$ cat src/rtl/calc_ctrl_p_if.sv
// ============================================================================
// Module   : calc_ctrl_p_if
// Desc     : Token-class flags, stack status and control strobes of the
//            infix expression evaluator control unit.
// Revision : 1.0 - initial release
// ============================================================================
`default_nettype none

interface calc_ctrl_p_if #(
  parameter int MAX_DIGITS = 3,
  parameter int CNT_W      = 2
);
  logic                  start;
  logic                  is_operand;
  logic                  is_operator;
  logic                  is_lparen;
  logic                  is_rparen;
  logic                  is_hash;
  logic                  is_lt;
  logic                  optr_empty;
  logic                  optr_top_lparen;
  logic                  opnd_full;
  logic                  optr_full;

  logic [MAX_DIGITS-1:0] num_en;
  logic                  index_cnt;
  logic                  num_clr;
  logic                  stk_clr;
  logic                  sel;
  logic                  operand_push;
  logic                  operand_pop;
  logic                  operator_push;
  logic                  operator_pop;
  logic                  op1_en;
  logic                  op2_en;
  logic                  operator_en;
  logic                  result_en;
  logic [CNT_W-1:0]      mode;
  logic                  done;
  logic                  error;
  logic [1:0]            err_code;
  logic [3:0]            state;

  modport master (
    output start, is_operand, is_operator, is_lparen, is_rparen, is_hash,
           is_lt, optr_empty, optr_top_lparen, opnd_full, optr_full,
    input  num_en, index_cnt, num_clr, stk_clr, sel, operand_push,
           operand_pop, operator_push, operator_pop, op1_en, op2_en,
           operator_en, result_en, mode, done, error, err_code, state
  );

  modport slave (
    input  start, is_operand, is_operator, is_lparen, is_rparen, is_hash,
           is_lt, optr_empty, optr_top_lparen, opnd_full, optr_full,
    output num_en, index_cnt, num_clr, stk_clr, sel, operand_push,
           operand_pop, operator_push, operator_pop, op1_en, op2_en,
           operator_en, result_en, mode, done, error, err_code, state
  );
endinterface

`default_nettype wire

$ cat src/rtl/calc_ctrl_p.sv
// ============================================================================
// Module   : calc_ctrl_p
// Desc     : Control FSM for a two-stack infix expression evaluator
//            (digit assembly, operator precedence, 5-cycle reduce).
// Revision : 1.0 - initial release
// ============================================================================
`default_nettype none

module calc_ctrl_p #(
  parameter int MAX_DIGITS = 3,
  parameter int CNT_W      = 2
) (
  input  wire logic      clk,
  input  wire logic      rst,
  calc_ctrl_p_if.slave   bus
);

  localparam logic [3:0] c_idle     = 4'd0;
  localparam logic [3:0] c_init     = 4'd1;
  localparam logic [3:0] c_scan     = 4'd2;
  localparam logic [3:0] c_digit    = 4'd3;
  localparam logic [3:0] c_numpush  = 4'd4;
  localparam logic [3:0] c_oppush   = 4'd5;
  localparam logic [3:0] c_popparen = 4'd6;
  localparam logic [3:0] c_r1       = 4'd7;
  localparam logic [3:0] c_r2       = 4'd8;
  localparam logic [3:0] c_r3       = 4'd9;
  localparam logic [3:0] c_r4       = 4'd10;
  localparam logic [3:0] c_r5       = 4'd11;
  localparam logic [3:0] c_done     = 4'd12;
  localparam logic [3:0] c_err      = 4'd13;

  localparam logic [1:0] c_err_digit = 2'd1;
  localparam logic [1:0] c_err_paren = 2'd2;
  localparam logic [1:0] c_err_stack = 2'd3;

  localparam logic [CNT_W-1:0] c_max_cnt = CNT_W'(MAX_DIGITS);
  localparam logic [CNT_W-1:0] c_cnt_one = CNT_W'(1);

  logic [3:0]       r_state;
  logic [CNT_W-1:0] r_count;
  logic [1:0]       r_err_code;

  logic [3:0]       w_state_nxt;
  logic [CNT_W-1:0] w_count_nxt;
  logic [1:0]       w_err_nxt;
  logic             w_tok_any;

  // Any non-operand token terminates a pending number first.
  assign w_tok_any = bus.is_operator | bus.is_lparen | bus.is_rparen | bus.is_hash;

  always_comb begin
    w_state_nxt = r_state;
    w_count_nxt = r_count;
    w_err_nxt   = r_err_code;
    case (r_state)
      c_idle: begin
        if (bus.start) w_state_nxt = c_init;
      end
      c_init: begin
        w_count_nxt = '0;
        w_state_nxt = c_scan;
      end
      c_scan: begin
        if (bus.is_operand) begin
          if (r_count == c_max_cnt) begin
            w_state_nxt = c_err;
            w_err_nxt   = c_err_digit;
          end else begin
            w_state_nxt = c_digit;
          end
        end else if (w_tok_any && (r_count != '0)) begin
          if (bus.opnd_full) begin
            w_state_nxt = c_err;
            w_err_nxt   = c_err_stack;
          end else begin
            w_state_nxt = c_numpush;
          end
        end else if (bus.is_operator) begin
          if (!bus.optr_empty && !bus.optr_top_lparen && bus.is_lt) begin
            w_state_nxt = c_r1;
          end else if (bus.optr_full) begin
            w_state_nxt = c_err;
            w_err_nxt   = c_err_stack;
          end else begin
            w_state_nxt = c_oppush;
          end
        end else if (bus.is_lparen) begin
          if (bus.optr_full) begin
            w_state_nxt = c_err;
            w_err_nxt   = c_err_stack;
          end else begin
            w_state_nxt = c_oppush;
          end
        end else if (bus.is_rparen) begin
          if (bus.optr_top_lparen) begin
            w_state_nxt = c_popparen;
          end else if (bus.optr_empty) begin
            w_state_nxt = c_err;
            w_err_nxt   = c_err_paren;
          end else begin
            w_state_nxt = c_r1;
          end
        end else if (bus.is_hash) begin
          if (bus.optr_empty) begin
            w_state_nxt = c_done;
          end else if (bus.optr_top_lparen) begin
            w_state_nxt = c_err;
            w_err_nxt   = c_err_paren;
          end else begin
            w_state_nxt = c_r1;
          end
        end
      end
      c_digit: begin
        w_count_nxt = r_count + c_cnt_one;
        w_state_nxt = c_scan;
      end
      c_numpush: begin
        w_count_nxt = '0;
        w_state_nxt = c_scan;
      end
      c_oppush, c_popparen: w_state_nxt = c_scan;
      c_r1:                 w_state_nxt = c_r2;
      c_r2:                 w_state_nxt = c_r3;
      c_r3:                 w_state_nxt = c_r4;
      c_r4:                 w_state_nxt = c_r5;
      c_r5:                 w_state_nxt = c_scan;
      c_done, c_err: begin
        if (bus.start) w_state_nxt = c_init;
      end
      default:              w_state_nxt = c_idle;
    endcase
    // Error code is cleared on entry to INIT so it is already 0 there.
    if (w_state_nxt == c_init) w_err_nxt = '0;
  end

  always_ff @(posedge clk) begin
    if (rst) begin
      r_state    <= c_idle;
      r_count    <= '0;
      r_err_code <= '0;
    end else begin
      r_state    <= w_state_nxt;
      r_count    <= w_count_nxt;
      r_err_code <= w_err_nxt;
    end
  end

  always_comb begin
    bus.num_en        = '0;
    bus.index_cnt     = 1'b0;
    bus.num_clr       = 1'b0;
    bus.stk_clr       = 1'b0;
    bus.sel           = 1'b0;
    bus.operand_push  = 1'b0;
    bus.operand_pop   = 1'b0;
    bus.operator_push = 1'b0;
    bus.operator_pop  = 1'b0;
    bus.op1_en        = 1'b0;
    bus.op2_en        = 1'b0;
    bus.operator_en   = 1'b0;
    bus.result_en     = 1'b0;
    bus.mode          = '0;
    bus.done          = 1'b0;
    bus.error         = 1'b0;
    case (r_state)
      c_init: begin
        bus.stk_clr = 1'b1;
        bus.num_clr = 1'b1;
      end
      c_scan:     bus.num_clr = (r_count == '0);
      c_digit: begin
        bus.num_en    = MAX_DIGITS'(1) << r_count;
        bus.index_cnt = 1'b1;
      end
      c_numpush: begin
        bus.operand_push = 1'b1;
        bus.mode         = r_count - c_cnt_one;
      end
      c_oppush: begin
        bus.operator_push = 1'b1;
        bus.index_cnt     = 1'b1;
      end
      c_popparen: begin
        bus.operator_pop = 1'b1;
        bus.index_cnt    = 1'b1;
      end
      c_r1: begin
        bus.op2_en      = 1'b1;
        bus.operator_en = 1'b1;
      end
      c_r2: begin
        bus.operand_pop  = 1'b1;
        bus.operator_pop = 1'b1;
      end
      c_r3:       bus.op1_en = 1'b1;
      c_r4: begin
        bus.operand_pop = 1'b1;
        bus.result_en   = 1'b1;
      end
      c_r5: begin
        bus.sel          = 1'b1;
        bus.operand_push = 1'b1;
      end
      c_done:     bus.done  = 1'b1;
      c_err:      bus.error = 1'b1;
      default: ;
    endcase
  end

  assign bus.err_code = r_err_code;
  assign bus.state    = r_state;

endmodule

`default_nettype wire
$ cat src/flat_wrapper.sv
// flat-port wrapper written by rule: the top's interface ports become plain ports
module calc_ctrl_p_flat 
#(
  parameter int MAX_DIGITS = 3,
  parameter int CNT_W      = 2
)
  (clk, rst, bus_start, bus_is_operand, bus_is_operator, bus_is_lparen, bus_is_rparen, bus_is_hash, bus_is_lt, bus_optr_empty, bus_optr_top_lparen, bus_opnd_full, bus_optr_full, bus_num_en, bus_index_cnt, bus_num_clr, bus_stk_clr, bus_sel, bus_operand_push, bus_operand_pop, bus_operator_push, bus_operator_pop, bus_op1_en, bus_op2_en, bus_operator_en, bus_result_en, bus_mode, bus_done, bus_error, bus_err_code, bus_state);
  calc_ctrl_p_if #(.MAX_DIGITS(MAX_DIGITS), .CNT_W(CNT_W)) bus_i ();
  input  wire logic clk;
  input  wire logic rst;
  input wire logic [$bits(bus_i.start)-1:0] bus_start;
  input wire logic [$bits(bus_i.is_operand)-1:0] bus_is_operand;
  input wire logic [$bits(bus_i.is_operator)-1:0] bus_is_operator;
  input wire logic [$bits(bus_i.is_lparen)-1:0] bus_is_lparen;
  input wire logic [$bits(bus_i.is_rparen)-1:0] bus_is_rparen;
  input wire logic [$bits(bus_i.is_hash)-1:0] bus_is_hash;
  input wire logic [$bits(bus_i.is_lt)-1:0] bus_is_lt;
  input wire logic [$bits(bus_i.optr_empty)-1:0] bus_optr_empty;
  input wire logic [$bits(bus_i.optr_top_lparen)-1:0] bus_optr_top_lparen;
  input wire logic [$bits(bus_i.opnd_full)-1:0] bus_opnd_full;
  input wire logic [$bits(bus_i.optr_full)-1:0] bus_optr_full;
  output wire logic [$bits(bus_i.num_en)-1:0] bus_num_en;
  output wire logic [$bits(bus_i.index_cnt)-1:0] bus_index_cnt;
  output wire logic [$bits(bus_i.num_clr)-1:0] bus_num_clr;
  output wire logic [$bits(bus_i.stk_clr)-1:0] bus_stk_clr;
  output wire logic [$bits(bus_i.sel)-1:0] bus_sel;
  output wire logic [$bits(bus_i.operand_push)-1:0] bus_operand_push;
  output wire logic [$bits(bus_i.operand_pop)-1:0] bus_operand_pop;
  output wire logic [$bits(bus_i.operator_push)-1:0] bus_operator_push;
  output wire logic [$bits(bus_i.operator_pop)-1:0] bus_operator_pop;
  output wire logic [$bits(bus_i.op1_en)-1:0] bus_op1_en;
  output wire logic [$bits(bus_i.op2_en)-1:0] bus_op2_en;
  output wire logic [$bits(bus_i.operator_en)-1:0] bus_operator_en;
  output wire logic [$bits(bus_i.result_en)-1:0] bus_result_en;
  output wire logic [$bits(bus_i.mode)-1:0] bus_mode;
  output wire logic [$bits(bus_i.done)-1:0] bus_done;
  output wire logic [$bits(bus_i.error)-1:0] bus_error;
  output wire logic [$bits(bus_i.err_code)-1:0] bus_err_code;
  output wire logic [$bits(bus_i.state)-1:0] bus_state;
  assign bus_i.start = bus_start;
  assign bus_i.is_operand = bus_is_operand;
  assign bus_i.is_operator = bus_is_operator;
  assign bus_i.is_lparen = bus_is_lparen;
  assign bus_i.is_rparen = bus_is_rparen;
  assign bus_i.is_hash = bus_is_hash;
  assign bus_i.is_lt = bus_is_lt;
  assign bus_i.optr_empty = bus_optr_empty;
  assign bus_i.optr_top_lparen = bus_optr_top_lparen;
  assign bus_i.opnd_full = bus_opnd_full;
  assign bus_i.optr_full = bus_optr_full;
  assign bus_num_en = bus_i.num_en;
  assign bus_index_cnt = bus_i.index_cnt;
  assign bus_num_clr = bus_i.num_clr;
  assign bus_stk_clr = bus_i.stk_clr;
  assign bus_sel = bus_i.sel;
  assign bus_operand_push = bus_i.operand_push;
  assign bus_operand_pop = bus_i.operand_pop;
  assign bus_operator_push = bus_i.operator_push;
  assign bus_operator_pop = bus_i.operator_pop;
  assign bus_op1_en = bus_i.op1_en;
  assign bus_op2_en = bus_i.op2_en;
  assign bus_operator_en = bus_i.operator_en;
  assign bus_result_en = bus_i.result_en;
  assign bus_mode = bus_i.mode;
  assign bus_done = bus_i.done;
  assign bus_error = bus_i.error;
  assign bus_err_code = bus_i.err_code;
  assign bus_state = bus_i.state;
  calc_ctrl_p #(.MAX_DIGITS(MAX_DIGITS), .CNT_W(CNT_W)) u_core (.clk(clk), .rst(rst), .bus(bus_i));
endmodule
$ cat config.mk
export PLATFORM = sky130hd
export DESIGN_NAME = calc_ctrl_p_flat
export DESIGN_NICKNAME = d
export VERILOG_FILES = /design/src/rtl/calc_ctrl_p_if.sv /design/src/rtl/calc_ctrl_p.sv /design/src/flat_wrapper.sv
export SDC_FILE = /design/constraint.sdc
export NUM_CORES = 1
export LEC_CHECK = 0
export BUFFER_PORTS_ARGS = -buffer_cell sky130_fd_sc_hd__buf_2
export CORE_AREA = 2 2 49 51
export DETAILED_ROUTE_END_ITERATION = 8
export DIE_AREA = 0 0 51 53
export PLACE_DENSITY = 0.75
export SETUP_SLACK_MARGIN = 0.05
export SLEW_MARGIN = 25
export SYNTH_ARGS = -nofsm -noshare
export SYNTH_HDL_FRONTEND = slang
export SYNTH_SLANG_ARGS = --single-unit
export TNS_END_PERCENT = 1
$ cat constraint.sdc
create_clock -name clk -period 2.5 [get_ports clk]
set_clock_uncertainty 0.15 [all_clocks]
set_input_delay 0.25 -clock clk [delete_from_list [all_inputs] [get_ports clk]]
set_output_delay 0.25 -clock clk [all_outputs]
set_load 0.005 [all_outputs]
==> results by group, run 1 <==
Run status
  • Status: finished, final reports clean

Synthesis
  • Area contributors post-synth: dfxtp_1 16%, nor2_1 6.5%, ha_1 5.1%
  • Number of synthesized register bits: 8
  • Synth Instances: 128
  • Yosys warning total: 0
  • Register area share after synthesis: 16.43%
  • Synthesized area: 974.7 um2
  • Top cell type's share of synthesized area: 16.43%
  • Distinct cells, synth: 46
  • Post-Syn Nets: 145
  • Post-Syn Area per Cell: 7.615 um2
  • Yosys top cell by area: dfxtp_1

Global route
  • GRT Residual Overflow: 0
  • Vias in the first global route: 957
  • First-pass GRT wire length: 4250 um
  • Initial antenna violation count: 0
  • Largest net degree at the start of global routing: 21
  • Gr usage total: 21.00%

Timing
  • RSZ-0062 raised after global routing: no
  • Worst-margin pin slew: 711.3 ps
  • Hold WS: 135.8 ps
  • Final worst path period share: 91.51%
  • Slew Viols, Final: 0
  • Slew margin rel.: 52.51%
  • Final min period: 2288 ps
  • Setup TNS: 0 ps
  • FMAX: 437.1 MHz
  • Fin. Hold Viols: 0
  • Endpoints failing setup: 0

Die
  • Die area: 2703 um2
  • Core region area: 2148 um2
  • Starting Density: 45.37%
  • Die Height: 53 um
  • Die width: 51 um
  • Num rows: 17
  • I/O pins: 38

Route
  • WL final: 2725 um
  • Routed vias: 1090
  • Average wire per standard cell: 14.65 um
  • DRT Pass-1 Iters: 4
  • DRC Markers: 0
  • DR iter-0 viols: 23
  • Drt via density: 5.860
  • Final antenna-violating net count: 0

Clock tree
  • CTS Sinks: 8
  • Clock-pin slew on the worst setup and hold paths: 60 ps
  • CTS buffer count: 3
  • Cts hold-fix bufs: 0
  • Clock Tree Root: clkbuf_4
  • H-tree depth: 1
  • Clock Latency Late Sink: 260 ps
  • CTS Buffer Depth: 2
  • CTS tree: yes

Min path
  • Hold Path Sink: u_core.bus.state[2]$_SDFF_PP0_
  • Hold Startpoint: bus_start
  • Hold Crit Class: primary input to register
  • Min-Delay Path Depth: 3

Placement
  • PortBufs: 37
  • Final Wtd Congestion: 1.063
  • Placed wire-length estimate: 2039 um

Setup path
  • Critical path arrival: 1890 ps
  • Req. time, crit path: 2100 ps
  • Worst Setup End Kind: output pin
  • Crit Path Category: register to output pin
  • R2r worst-path depth: 5
  • Crit-path leading delay family: flip-flops
  • Startpoint types: register
  • Buf+Inv Stages, Crit Path: 1
  • Crit path max-delay cell type: dfxtp_1
  • CP max stage delay: 780 ps
  • Worst r2r src: u_core.bus.state[3]$_SDFF_PP0_
  • Reg2Reg Setup Slack: 300 ps
  • Worst R2R End: u_core.bus.err_code[0]$_SDFFE_PP0P_
  • CP cell instances: nand2b_1 -> or3_1 -> nor2_1 -> buf_2
  • Critical path peak fanout: 20

Layout
  • Most common cell after layout, fill and taps aside: buf_2
  • Filler instances: 233
  • Most frequent cells in the layout: 37 x buf_2, 17 x nor2_1, 9 x a21oi_1, 8 x dfxtp_1
  • N_diodes: 0
  • Share of cells above drive strength 1: 31.65%
  • Final #Nets: 177
  • Area Overhead vs Synth: 18.49%

Pwr
  • P per Cell Area: 380.4 nW/um2
  • Worst VDD drop: 0.2093 mV
  • Leak: 0.5356 nW

Run
  • Max-cap violations: 0
==> final cells by class <==
type / count / area [um2] / share of cell area, %
Tap cell: 28 / 35.03 / 3.034
Timing Repair Buffer: 38 / 192.7 / 16.68
Inverter: 6 / 22.52 / 1.950
Multi-Input combinational cell: 103 / 721.9 / 62.51
Sequential cell: 8 / 160.2 / 13.87
Clock buffer: 3 / 22.52 / 1.950
==> worst max path at each step <==
stage / cells after the start / endpoint / slack, ps / startpoint
final: 4 / bus_mode[0] / 210 / u_core.bus.state[2]$_SDFF_PP0_
after global routing: 4 / bus_operand_push / 60 / u_core.bus.state[2]$_SDFF_PP0_
after CTS: 4 / bus_num_en[2] / 200 / u_core.bus.state[0]$_SDFF_PP0_
after detailed placement: 5 / u_core.bus.err_code[0]$_SDFFE_PP0P_ / 320 / u_core.bus.state[3]$_SDFF_PP0_
after global placement: 5 / u_core.bus.err_code[0]$_SDFFE_PP0P_ / 340 / u_core.bus.state[3]$_SDFF_PP0_
after floorplan: 7 / u_core.bus.err_code[0]$_SDFFE_PP0P_ / 640 / u_core.r_count[0]$_SDFFE_PP0P_
==> registers in the layout, summed over array words and instances (netlist names) <==
name / cells
u_core.bus.state: 4
u_core.bus.err_code: 2
u_core.r_count: 2
==> layer usage <==
metal,track usage (%),vias to the layer above,part of all wire (%),wire [um]
met4,12.61,0,2.4,65
li1,-,539,-,-
met5,0,-,0,0
met1,26.92,499,47,1284
met3,1.130,6,6.2,168
met2,34.63,46,44,1207
==> power by group <==
group	internal (mW)	leakage, nW	switching, mW
Sequential	0.136	0.0650	0.0270
Clock	0.0553	0.0138	0.0491
Combinational	0.0768	0.457	0.0947
==> logic make-up (layout without fill, tap and decap cells) <==
logic type                 count (synthesis)  after routing  synth area share (%)
and+or+nand+nor                           57             57                 34.91
buffers and inverters                     17             47                 10.01
adders and majority gates                  4              4                 5.135
AOI/OAI and AO/OA                         38             38                 29.65
muxes                                      1              1                 1.155
xor gates and xnor gates                   3              3                 2.696
DFF                                        8              8                 16.43
==> repair_timing <==
item	4_1_cts	5_1_grt
resized for setup	0	1
setup buffers	0	0
endpoints found under the setup margin	0	2
==> cells in the mapped netlist, drive strengths merged <==
cell / n
mux2: 1
nor3: 5
nor3b: 2
nand3: 1
nor4: 4
o41a: 1
or3: 2
xnor2: 2
inv: 6
nand4bb: 1
nand3b: 3
o211ai: 2
o31ai: 2
or3b: 1
a21oi: 9
xor2: 1
ha: 4
and4b: 1
o31a: 1
and2: 3
dfxtp: 8
buf: 10
o21a: 1
o311a: 1
a31oi: 3
clkbuf: 1
a211oi: 4
o21ai: 6
a221o: 3
nor2: 17
a21o: 2
nand2: 5
o311ai: 2
nand2b: 6
or4: 1
nor4b: 1
o22a: 1
nor2b: 4
==> per-stage QoR <==
step	power (mW)	cell area (um2)	worst slack, ps	utilization (%)	std cells
6_report	0.4393	1155	212.2	53.76	186
5_1_grt	0.4718	1155	63.78	53.76	186
4_1_cts	0.4417	1150	203.9	53.52	186
3_5_place_dp	0.3337	1127	324.7	52.48	183
3_3_place_gp	0.3314	1127	342.7	52.48	183
2_1_floorplan	0.2845	974.7	641.4	-	128
==> worst register-to-register path: stages, from the launching register on <==
cell	delay (ps)
dfxtp_1	770
and4b_1	300
a211oi_1	340
nand2_1	110
o31ai_2	280
a31oi_1	130
Power figures use the tool's default switching activity.
==> inputs of run 2 (changes only) <==
Settings changed: RECOVER_POWER set to 50, SLEW_MARGIN 25 to not set.
==> run 2 against run 1 <==
Cell count did not move. Clock power barely moved. Hold slack got worse by 1.7 ps. Maximum frequency rose by 0.58%.
==> results by group, run 2 (same netlist as run 1, synthesis figures left out) <==
Route
  • WL final: 2711 um (was 2725 um)
  • DRC Markers: 0 (unchanged)
  • DR iter-0 viols: 26 (was 23)
  • Routed vias: 1082 (was 1090)
  • Drt via density: 5.817 (was 5.860)
  • DRT Pass-1 Iters: 4 (unchanged)
  • Final antenna-violating net count: 0 (unchanged)
  • Average wire per standard cell: 14.58 um (was 14.65 um)

Layout
  • Max reg flops: 4 (unchanged)
  • Post-route insts no fill: 186 (unchanged)
  • Final #Nets: 177 (unchanged)
  • Share of cells above drive strength 1: 29.11% (was 31.65%)
  • Most common cell after layout, fill and taps aside: buf_2 (unchanged)
  • Most frequent cells in the layout: 32 x buf_2, 17 x nor2_1, 9 x a21oi_1, 8 x dfxtp_1 (was 37 x buf_2, 17 x nor2_1, 9 x a21oi_1, 8 x dfxtp_1)
  • Area Overhead vs Synth: 16.69% (was 18.49%)
  • N_diodes: 0 (unchanged)

Placement
  • Placed wire-length estimate: 2039 um (unchanged)
  • PortBufs: 37 (unchanged)
  • DP Cell Count: 183 (unchanged)
  • Final Wtd Congestion: 1.063 (unchanged)

Die
  • Die Height: 53 um (unchanged)
  • Die width: 51 um (unchanged)
  • Core region area: 2148 um2 (unchanged)
  • Num rows: 17 (unchanged)
  • Die area: 2703 um2 (unchanged)
  • I/O pins: 38 (unchanged)
  • Starting Density: 45.37% (unchanged)

Setup path
  • Req. time, crit path: 2470 ps (was 2100 ps)
  • Crit Path Category: register to register (was register to output pin)
  • Crit-path leading delay family: compound AO/OA/AOI/OAI gates (was flip-flops)
  • R2r worst-path depth: 5 (unchanged)
  • Worst Setup End Kind: register (was output pin)
  • Crit path max-delay cell type: nor4b_2 (was dfxtp_1)
  • Worst R2R End: u_core.bus.err_code[0]$_SDFFE_PP0P_ (unchanged)
  • Critical path peak fanout: 19 (was 20)
  • Reg2Reg Setup Slack: 230 ps (was 300 ps)
  • Critical path arrival: 2250 ps (was 1890 ps)
  • CP cell instances: nor4b_2 -> o211ai_4 -> o41a_1 -> o21ai_1 -> a31oi_1 (was nand2b_1 -> or3_1 -> nor2_1 -> buf_2)
  • Buf+Inv Stages, Crit Path: 0 (was 1)
  • Worst r2r src: u_core.bus.state[3]$_SDFF_PP0_ (unchanged)
  • Startpoint types: register (unchanged)
  • CP max stage delay: 690 ps (was 780 ps)

Clock tree
  • CTS tree: yes (unchanged)
  • CTS buffer count: 3 (unchanged)
  • H-tree depth: 1 (unchanged)
  • Clock Tree Root: clkbuf_4 (unchanged)
  • CTS Sinks: 8 (unchanged)
  • CTS Buffer Depth: 2 (unchanged)
  • Clock-pin slew on the worst setup and hold paths: 60 ps (about the same)
  • Clock Latency Late Sink: 260 ps (about the same)

Timing
  • RSZ-0062 raised after global routing: no (unchanged)
  • FMAX: 439.6 MHz (was 437.1 MHz)
  • Setup TNS: 0 ps (unchanged)
  • Final worst path period share: 90.98% (was 91.51%)
  • Worst-margin pin slew: 671.0 ps (was 711.3 ps)
  • Slew Viols, Final: 0 (unchanged)
  • Slew margin rel.: 55.15% (was 52.51%)
  • Fin. Hold Viols: 0 (unchanged)
  • Final min period: 2275 ps (was 2288 ps)
  • Endpoints failing setup: 0 (unchanged)

Min path
  • Hold Crit Class: primary input to register (unchanged)
  • Hold Path Sink: u_core.bus.state[2]$_SDFF_PP0_ (unchanged)
  • Min-Delay Path Depth: 3 (unchanged)
  • Hold Startpoint: bus_start (unchanged)

Global route
  • GRT Residual Overflow: 0 (unchanged)
  • Largest net degree at the start of global routing: 21 (unchanged)
  • Initial antenna violation count: 0 (unchanged)
  • First-pass GRT wire length: 4250 um (unchanged)
  • Gr usage total: 21.00% (unchanged)
  • Vias in the first global route: 957 (unchanged)

Run
  • Max-cap violations: 0 (unchanged)

Pwr
  • P per Cell Area: 381.7 nW/um2 (was 380.4 nW/um2)
  • Leak: 0.5143 nW (was 0.5356 nW)
  • Worst VDD drop: 0.2074 mV (was 0.2093 mV)

Run status
  • Status: finished, final reports clean (unchanged)
==> run 2: what timing repair did <==
item                                    CTS  global route
setup buffers                             0             0
gates resized for setup                   0             1
endpoints found under the setup margin    0             2
hold buffers                              0             0
==> run 2: final cells by class <==
type | count | area [um2]
repair buffers | 38 | 188.9
inverters | 6 | 22.52
flip-flops and latches | 8 | 160.2
clock buffers | 3 | 22.52
well taps | 28 | 35.03
multi-input cells | 103 | 708.2
fillers | 235 | 1011
==> run 2: worst max path at each step <==
stage | startpoint | end | slack [ps] | cells after the start
2_1_floorplan | u_core.r_count[0]$_SDFFE_PP0P_ | u_core.bus.err_code[0]$_SDFFE_PP0P_ | 640 | 7
3_3_place_gp | u_core.bus.state[3]$_SDFF_PP0_ | u_core.bus.err_code[0]$_SDFFE_PP0P_ | 340 | 5
3_5_place_dp | u_core.bus.state[3]$_SDFF_PP0_ | u_core.bus.err_code[0]$_SDFFE_PP0P_ | 320 | 5
4_1_cts | u_core.bus.state[0]$_SDFF_PP0_ | bus_num_en[2] | 200 | 4
5_1_grt | u_core.bus.state[0]$_SDFF_PP0_ | bus_num_en[2] | 50 | 4
6_report | u_core.bus.state[3]$_SDFF_PP0_ | u_core.bus.err_code[0]$_SDFFE_PP0P_ | 230 | 5
==> run 2: layer usage <==
| layer | track usage (%) | wire, um |
|---|---|---|
| met2 | 34.63 | 1179 |
| met5 | 0 | 0 |
| met1 | 26.92 | 1305 |
| met4 | 12.61 | 65 |
| met3 | 1.130 | 160 |
==> run 2: power breakdown <==
part	switching, mW	internal, mW
clock network	0.0490	0.0553
registers	0.0250	0.136
logic	0.0945	0.0740
==> run 2: worst min-delay path, delay by kind of cell <==
kind,cells,cell delay [ps]
buf+inv,1,100
compound gates,1,120
simple gates,1,30
==> run 2: per-stage QoR <==
step / power (mW) / hold slack [ps] / cell area [um2] / setup slack [ps] / util, %
6_report: 0.4341 / 134.1 / 1137 / 225.4 / 52.94
5_1_grt: 0.4668 / 162.2 / 1137 / 52.28 / 52.94
4_1_cts: 0.4417 / 126.1 / 1150 / 203.9 / 53.52
3_5_place_dp: 0.3337 / 410.1 / 1127 / 324.7 / 52.48
3_3_place_gp: 0.3314 / 413.3 / 1127 / 342.7 / 52.48
2_1_floorplan: 0.2845 / 286.9 / 974.7 / 641.4 / -
==> inputs of run 3 (changes only) <==
Settings changed: CORE_AREA 2 2 49 51 to 3 3 50 52, DIE_AREA 0 0 51 53 to 0 0 53 55.
==> run 3 against run 2 <==
Combinational power is 3% higher. First-iteration DRC count is 23% lower. Maximum frequency is 0.90% higher. Setup slack better by 20 ps. Design area is 0.99% higher. Non-clock buffer count is 1 higher. Cell count is 0.54% higher. Count of clock-buffer cells in the layout stayed put. Power is 1.1% lower. Register-to-register slack better by 170 ps. Routed wire length is 6.3% lower. Largest power group unchanged.
==> results by group, run 3 (same netlist as run 1, synthesis figures left out) <==
Timing
  • Fin. Hold Viols: 0 (unchanged)
  • FMAX: 443.6 MHz (was 439.6 MHz)
  • Worst-margin pin slew: 696.9 ps (was 671.0 ps)
  • Post-route setup slack: 245.6 ps (was 225.4 ps)
  • RSZ-0062 raised after global routing: no (unchanged)
  • Setup TNS: 0 ps (unchanged)
  • Slew margin rel.: 53.48% (was 55.15%)
  • Slew Viols, Final: 0 (unchanged)
  • Final min period: 2254 ps (was 2275 ps)
  • Final worst path period share: 90.18% (was 90.98%)
  • Endpoints failing setup: 0 (unchanged)
  • Hold WS: 155.3 ps (was 134.1 ps)

Run status
  • Status: finished, final reports clean (unchanged)

Clock tree
  • Clock Latency Late Sink: 250 ps (was 260 ps)
  • CTS Sinks: 8 (unchanged)
  • Clock-pin slew on the worst setup and hold paths: 50 ps (was 60 ps)
  • CTS Buffer Depth: 2 (unchanged)
  • CTS tree: yes (unchanged)
  • Cts hold-fix bufs: 0 (unchanged)
  • Clock Tree Root: clkbuf_4 (unchanged)
  • H-tree depth: 1 (unchanged)
  • CTS buffer count: 3 (unchanged)

Run
  • Max-cap violations: 0 (unchanged)

Route
  • Routed vias: 1069 (was 1082)
  • Final antenna-violating net count: 0 (unchanged)
  • Average wire per standard cell: 13.58 um (was 14.58 um)
  • DR iter-0 viols: 20 (was 26)
  • Drt via density: 5.717 (was 5.817)
  • DRC Markers: 0 (unchanged)
  • DRT Pass-1 Iters: 4 (unchanged)
  • WL final: 2539 um (was 2711 um)

Setup path
  • Worst R2R End: u_core.bus.err_code[0]$_SDFFE_PP0P_ (unchanged)
  • Critical path peak fanout: 20 (was 19)
  • Worst r2r src: u_core.bus.state[2]$_SDFF_PP0_ (was u_core.bus.state[3]$_SDFF_PP0_)
  • Worst setup path end: bus_operand_push (was u_core.bus.err_code[0]$_SDFFE_PP0P_)
  • Req. time, crit path: 2100 ps (was 2470 ps)
  • CP Launch Point: u_core.bus.state[2]$_SDFF_PP0_ (was u_core.bus.state[3]$_SDFF_PP0_)
  • Critical path arrival: 1850 ps (was 2250 ps)
  • Startpoint types: register (unchanged)
  • Crit Path Category: register to output pin (was register to register)
  • Worst Setup End Kind: output pin (was register)
  • R2r worst-path depth: 5 (unchanged)
  • Reg2Reg Setup Slack: 400 ps (was 230 ps)

Die
  • Die width: 53 um (was 51 um)
  • Core region area: 2148 um2 (unchanged)
  • Num rows: 17 (unchanged)
  • Starting Density: 45.37% (unchanged)
  • Die Height: 55 um (was 53 um)
  • I/O pins: 38 (unchanged)
  • Die area: 2915 um2 (was 2703 um2)

Placement
  • Final Wtd Congestion: 0.9360 (was 1.063)
  • PortBufs: 37 (unchanged)
  • Pre-CTS setup slack: 406.8 ps (was 324.7 ps)
  • Placed wire-length estimate: 1991 um (was 2039 um)
  • Post-Place Cell Area: 1135 um2 (was 1127 um2)
  • DP Cell Count: 184 (was 183)

Global route
  • GRT Residual Overflow: 0 (unchanged)
  • First-pass GRT wire length: 4188 um (was 4250 um)
  • Largest net degree at the start of global routing: 21 (unchanged)
  • Vias in the first global route: 963 (was 957)
  • Initial antenna violation count: 0 (unchanged)
  • Gr usage total: 19.19% (was 21.00%)

Layout
  • Design Area, Final: 1149 um2 (was 1137 um2)
  • Final #Nets: 178 (was 177)
  • Post-layout util: 53.47% (was 52.94%)
  • Post-route insts no fill: 187 (was 186)
  • Max reg flops: 4 (unchanged)
  • Area Overhead vs Synth: 17.84% (was 16.69%)
  • Most common cell after layout, fill and taps aside: buf_2 (unchanged)
  • Share of cells above drive strength 1: 28.30% (was 29.11%)
  • Most frequent cells in the layout: 29 x buf_2, 17 x nor2_1, 9 x a21oi_1, 7 x dfxtp_1 (was 32 x buf_2, 17 x nor2_1, 9 x a21oi_1, 8 x dfxtp_1)
  • Filler instances: 212 (was 235)
  • N_diodes: 0 (unchanged)

Pwr
  • Total Power: 429.3 uW (was 434.1 uW)
  • Leak: 0.5084 nW (was 0.5143 nW)
  • P per Cell Area: 373.8 nW/um2 (was 381.7 nW/um2)
  • Worst VDD drop: 0.2019 mV (was 0.2074 mV)

Min path
  • Hold Crit Class: primary input to register (unchanged)
[run 3: changes by cell type in the layout (fill, tap and decap cells not counted), sizes merged]
cell	before	now
clkbuf	8	11
buf	33	31
[run 3: layout make-up]
cell class                 instances  area [um2]  share of cell area, %
sequential                         8       161.4                  14.05
multi-input combinational        103       716.9                  62.42
clock buffer                       3       22.52                  1.961
timing repair buffer              39       190.2                  16.56
inverter                           6       22.52                  1.961
tap                               28       35.03                  3.050
[run 3: metal layers]
metal	global-route usage [%]	vias to the layer above	part of all wire [%]
li1	-	537	-
met1	25.93	477	46
met2	30.79	51	44
met3	0.8043	4	7.7
met4	10.64	0	2.0
met5	0	-	0
[run 3: where the power goes]
| group | switching, mW | internal, mW | total [mW] | leakage, nW |
|---|---|---|---|---|
| clock | 0.0424 | 0.0548 | 0.0973 | 0.0138 |
| sequential | 0.0210 | 0.137 | 0.158 | 0.0653 |
| combinational | 0.0981 | 0.0758 | 0.174 | 0.429 |
[run 3: how the worst min path moves through the flow]
stage	start	endpoint	slack [ps]	cells past startpoint
final	bus_start	u_core.bus.state[2]$_SDFF_PP0_	160	3
after global routing	bus_start	u_core.bus.state[2]$_SDFF_PP0_	180	3
after CTS	bus_start	u_core.bus.state[2]$_SDFF_PP0_	150	3
after detailed placement	bus_start	u_core.bus.state[2]$_SDFF_PP0_	420	3
after global placement	bus_start	u_core.bus.state[2]$_SDFF_PP0_	410	3
after floorplan	bus_start	u_core.bus.state[2]$_SDFF_PP0_	290	2
[run 3: timing repair]
item | CTS | global route
gates resized for setup | 0 | 1
endpoints found under the setup margin | 0 | 1
setup buffers | 0 | 0
[run 3: worst max-delay path: stages, from the launching register on]
cell and delay [ps]:
dfxtp_1 760, nand2b_1 210, or3_1 390, o21ai_0 90
buf_2 140
